<file path="src/rtl/modhalf_pipe.sv">
// Multi-lane modular halving pipeline: out = in * 2^-k mod q, one halving per stage.
// Optional input range checking with sticky err: define MODHALF_RANGE_CHK_EN.
module modhalf_pipe #(
    parameter int LANES  = 4,
    parameter int W      = 25,
    parameter int STAGES = 8,
    parameter int Q0     = 33292289,
    parameter int Q1     = 16515073
) (
    input  logic                         clk,
    input  logic                         rst,
    input  logic                         in_valid,
    output logic                         in_ready,
    input  logic [LANES*W-1:0]           in_data,
    input  logic                         in_mod,
    input  logic [$clog2(STAGES+1)-1:0]  in_k,
    output logic                         out_valid,
    input  logic                         out_ready,
    output logic [LANES*W-1:0]           out_data,
    output logic                         out_mod,
    output logic                         err
);
    localparam int KW = $clog2(STAGES+1);
    localparam logic [W-1:0] HALF0 = W'((Q0 + 1) / 2);
    localparam logic [W-1:0] HALF1 = W'((Q1 + 1) / 2);

    // Odd x: x/2 mod q == (x>>1) + (q+1)/2, which stays below q for x < q.
    function automatic logic [W-1:0] halve(input logic [W-1:0] x, input logic m);
        logic [W-1:0] h;
        h = m ? HALF1 : HALF0;
        return x[0] ? ((x >> 1) + h) : (x >> 1);
    endfunction

    logic          en;
    logic [KW-1:0] kc;

    logic [LANES*W-1:0] pd [STAGES+1];
    logic               pv [STAGES+1];
    logic               pm [STAGES+1];
    logic [KW-1:0]      pk [STAGES];

    assign en       = !out_valid || out_ready;
    assign in_ready = en;
    assign kc       = (in_k > KW'(STAGES)) ? KW'(STAGES) : in_k;

    assign pv[0] = in_valid;
    assign pd[0] = in_data;
    assign pm[0] = in_mod;
    assign pk[0] = kc;

    for (genvar s = 0; s < STAGES; s++) begin : g_stage
        logic [LANES*W-1:0] nd;
        logic [LANES*W-1:0] rd;
        logic               rv;
        logic               rm;

        always_comb begin
            nd = pd[s];
            if (pk[s] > KW'(s)) begin
                for (int unsigned i = 0; i < LANES; i++) begin
                    nd[i*W +: W] = halve(pd[s][i*W +: W], pm[s]);
                end
            end
        end

        always_ff @(posedge clk) begin
            if (rst) begin
                rv <= 1'b0;
                rd <= '0;
                rm <= 1'b0;
            end else if (en) begin
                rv <= pv[s];
                rd <= nd;
                rm <= pm[s];
            end
        end

        assign pv[s+1] = rv;
        assign pd[s+1] = rd;
        assign pm[s+1] = rm;

        // The final stage has no consumer for k, so it is not stored there.
        if (s < STAGES - 1) begin : g_k
            logic [KW-1:0] rk;
            always_ff @(posedge clk) begin
                if (rst)     rk <= '0;
                else if (en) rk <= pk[s];
            end
            assign pk[s+1] = rk;
        end
    end

    assign out_valid = pv[STAGES];
    assign out_data  = pd[STAGES];
    assign out_mod   = pm[STAGES];

`ifdef MODHALF_RANGE_CHK_EN
    localparam logic [W-1:0] QW0 = W'(Q0);
    localparam logic [W-1:0] QW1 = W'(Q1);

    logic bad;
    always_comb begin
        bad = (in_k > KW'(STAGES));
        for (int unsigned i = 0; i < LANES; i++) begin
            if (in_data[i*W +: W] >= (in_mod ? QW1 : QW0)) bad = 1'b1;
        end
    end

    always_ff @(posedge clk) begin
        if (rst)                          err <= 1'b0;
        else if (in_valid && en && bad)   err <= 1'b1;
    end
`else
    assign err = 1'b0;
`endif

endmodule
</file>
<file path="config.mk">
export PLATFORM = sky130hd
export DESIGN_NAME = modhalf_pipe
export DESIGN_NICKNAME = d
export VERILOG_FILES = /design/src/rtl/modhalf_pipe.sv
export SDC_FILE = /design/constraint.sdc
export NUM_CORES = 2
export LEC_CHECK = 0
export ABC_AREA = 1
export BUFFER_PORTS_ARGS = -buffer_cell sky130_fd_sc_hd__buf_2
export CORE_MARGIN = 2
export CORE_UTILIZATION = 60
export DETAILED_ROUTE_END_ITERATION = 12
export HOLD_SLACK_MARGIN = 0.12
export PLACE_DENSITY = 0.8
export SLEW_MARGIN = 20
export SYNTH_ARGS = -nofsm -noshare
export SYNTH_HDL_FRONTEND = slang
export SYNTH_SLANG_ARGS = --single-unit
export TNS_END_PERCENT = 10
</file>
<file path="constraint.sdc">
create_clock -name clk -period 2.1 [get_ports clk]
set_input_delay 0.105 -clock clk [delete_from_list [all_inputs] [get_ports clk]]
set_output_delay 0.105 -clock clk [all_outputs]
set_load 0.005 [all_outputs]
</file>
==> impl_metrics.ini <==
[clock_network]
cts_buffers = 94
cts.sinks = 841
htreeDepth = 3
path_clk_slew_ps = 60
clockBufferDepth = 3
clockRootBuffer = clkbuf_16
clock_latency_ps = 690
tritoncts = built

[detailed_routing]
initialDrtViolationCount = 7795
avgRoutedWirePerCell_um = 19.01
drtPass1Iterations = 9
drt-total-wl_um = 212500
drtAntennaViolNets = 0
vias = 67060
drc = 0
vias_per_cell = 6.001

[layout]
finalNetCount = 9997
multi_input_area_sq_um = 34430
drive_gt1_share_pct = 9.649
regArea_sq_um = 16840
fin_cells = 11180
area_delta_synth_final_pct = 14.51
fill_cells = 8750

[critical_path]
end_kind = register
worstSetupStartpointType = input port
r2r-end = g_stage[0].rd[76]
worstRegToRegCells = 8
cp_data_required_time_ps = 2650
worstPathMaxFanout = 5
rrSetupSlack_ps = 50
critPathKind = in -> reg
critPathArrivalTime_ps = 2700
rr_startpoint = out_valid

[power_and_ir_drop]
p_switching_w = 0.01184
swShare_pct = 29.14
ir_drop_v = 0.0007178
power_w = 0.04063
power.density_nw_per_um2 = 609.4
internal_power_w = 0.02879
p_comb_share_pct = 14.1
leakagePower_nw = 28.51
clkPwrFrac_pct = 42.4
seqPwrFrac_pct = 43.5

[logic_synthesis]
synth_seq_cells = 841
yosysMostFrequentCell = nand2_1
synthFlopType = dfxtp_1
synth_top_area_share_pct = 28.92
async_reset_ff_share_pct = 0
synth_edf_count = 0
ys_types = 58
synthesis.area_sq_um = 58220
ys_seq_area_share_pct = 28.92
syn_area_per_cell_sq_um = 6.090
syn-num-nets = 9734
synth_cells = 9561
synthTopCellsByArea = dfxtp_1, nand2_1, o21ai_0, inv_1, nand3_1
synth_top_cell_by_area = dfxtp_1
ys_warn_count = 0
synth_top_cells_by_count = nand2_1, inv_1, o21ai_0

[timing]
fmax_mhz = 466.2
rsz0062_at_grt = yes
finalClockSkew_ps = 33.36
hold_violations = 0
slew_headroom_pct = 42.84
fin_crit_sh_pct = 102.1
period_minus_slack_ps = 2145
finalSetupViolations = 1
worst_pin_slew_ps = 851.6
drv_slew = 0
fin_ws_ps = -45.09

[global_routing]
grt_pass1_vias = 61500
grt_util_all_layers_pct = 41.09
grt_max_degree = 141
grt_overflow = 0
antenna_found_initial = 6
grt_pass1_wl_um = 330700

[floorplanning]
initial_core_util_pct = 60.38
die_w_um = 315.5
core_sq_um = 96420
dieArea_sq_um = 99550
io_pins = 213
rows = 114
die_h_um = 315.5

[placed_design]
dp.cells = 10850
hpwlAfterDp_um = 154900
portBuffers = 211
preCtsSetupSlack_ps = 218.6
gp_congestion = 1.041

[worst_hold_path]
min_from = in_data[89]
hold_depth = 6
worst_hold_path_type = in -> reg
hold_end = g_stage[0].rd[88]

[run]
cap_violations = 0

[outcome]
violations = setup timing
status = finished with violations
what timing repair did:
action	in CTS	in global routing
gates resized for setup	1	26
gates cloned	1	0
hold buffers	144	0
buffers inserted	8	1
endpoints found under the hold margin	227	0
pin swaps	1	6
setup endpoints to repair	1	15
flip-flops by register name (all words and copies together), names as in the netlist:
signal	count
g_stage.g_k.rk	25
g_stage.rv	7
out_mod	1
out_data	100
out_valid	1
g_stage.rm	7
g_stage.rd	700
how the worst max path moves through the flow:
stage	startpoint	end	slack, ps
2_1_floorplan	g_stage[5].rd[76]	g_stage[6].rd[91]	540
3_3_place_gp	out_valid	g_stage[5].rm	210
3_5_place_dp	g_stage[4].rm	g_stage[5].rd[49]	220
4_1_cts	in_data[83]	g_stage[0].rd[94]	20
5_1_grt	in_data[76]	g_stage[0].rd[87]	-130
6_report	in_data[76]	g_stage[0].rd[87]	-50
final cells by class:
| class | count | share of cell area, % |
|---|---|---|
| clock inverters | 43 | 0.7300 |
| clock buffers | 126 | 4.057 |
| inverters | 1305 | 7.384 |
| repair inverters | 1 | 0.01314 |
| diodes | 3 | 0.01126 |
| multi-input cells | 6902 | 51.64 |
| repair buffers | 679 | 8.512 |
| flip-flops and latches | 841 | 25.26 |
| well taps | 1276 | 2.395 |
power by group through the flow:
stage                     registers, W  logic (W)  clock network (W)
after floorplan                 0.0176    0.00368                  0
after global placement          0.0179    0.00520                  0
after detailed placement        0.0180    0.00530                  0
after CTS                       0.0176    0.00556             0.0173
after global routing            0.0177    0.00635             0.0180
final                           0.0177    0.00573             0.0172
metal layers:
layer	vias up	track usage [%]	part of all wire [%]
met1	30630	48.17	38
met2	3308	68.50	47
met3	887	6.539	7.7
met5	-	0	0.019
li1	32230	-	-
met4	6	29.35	8.0
layout by cell type, fill, tap and decap left out, types with 21 or more instances in the layout:
cell type,n
nand4_1,204
o221ai_1,30
buf_4,270
dlygate4sd3_1,142
nor3_1,181
a21oi_1,700
clkbuf_16,96
nor2_2,59
nor4_1,21
nor3_2,35
dfxtp_1,840
buf_12,55
nor2_4,25
xnor2_1,78
nand2_1,2006
inv_2,45
buf_2,204
a31oi_1,198
nor2_1,683
clkinv_2,21
ha_1,64
nand3_1,861
nand2_2,26
xor2_1,159
o211ai_1,79
o21ai_0,1243
o21bai_1,49
o21ai_1,57
inv_1,1254
cell families (layout without fill, tap and decap cells):
kind of cell,count (synthesis),in the layout,share of synthesized area (%)
adder cells (fa/ha/maj),64,64,1.375
other,1,4,0.006441
flip-flops,841,841,28.92
XOR/XNOR,237,237,3.565
buffers and inverters,1818,2154,12.11
AO/OA/AOI/OAI,2419,2419,22.25
AND/OR/NAND/NOR,4181,4181,31.78
per-stage QoR:
step / instance area [sq um] / hold WS, ps / utilization [%] / TNS, ps
2_1_floorplan: 58220 / 183.5 / - / 0
3_3_place_gp: 61850 / 381.1 / 64.15 / 0
3_5_place_dp: 61850 / 381.1 / 64.15 / 0
4_1_cts: 66580 / 237.5 / 69.05 / 0
6_report: 66670 / 205.1 / 69.15 / -45.09
5_1_grt: 66670 / 216.1 / 69.15 / -175.6
worst max-delay path, stage by stage:
cell and delay, ps:
dlygate4sd3_1 530, buf_2 180, ha_1 210, nand2_1 120, nor2_4 160, nand4_1 230, o21ai_2 220, nand2_1 90
dlygate4sd3_1 570, a21oi_1 220, nor2_1 60
Power figures use the tool's default switching activity.
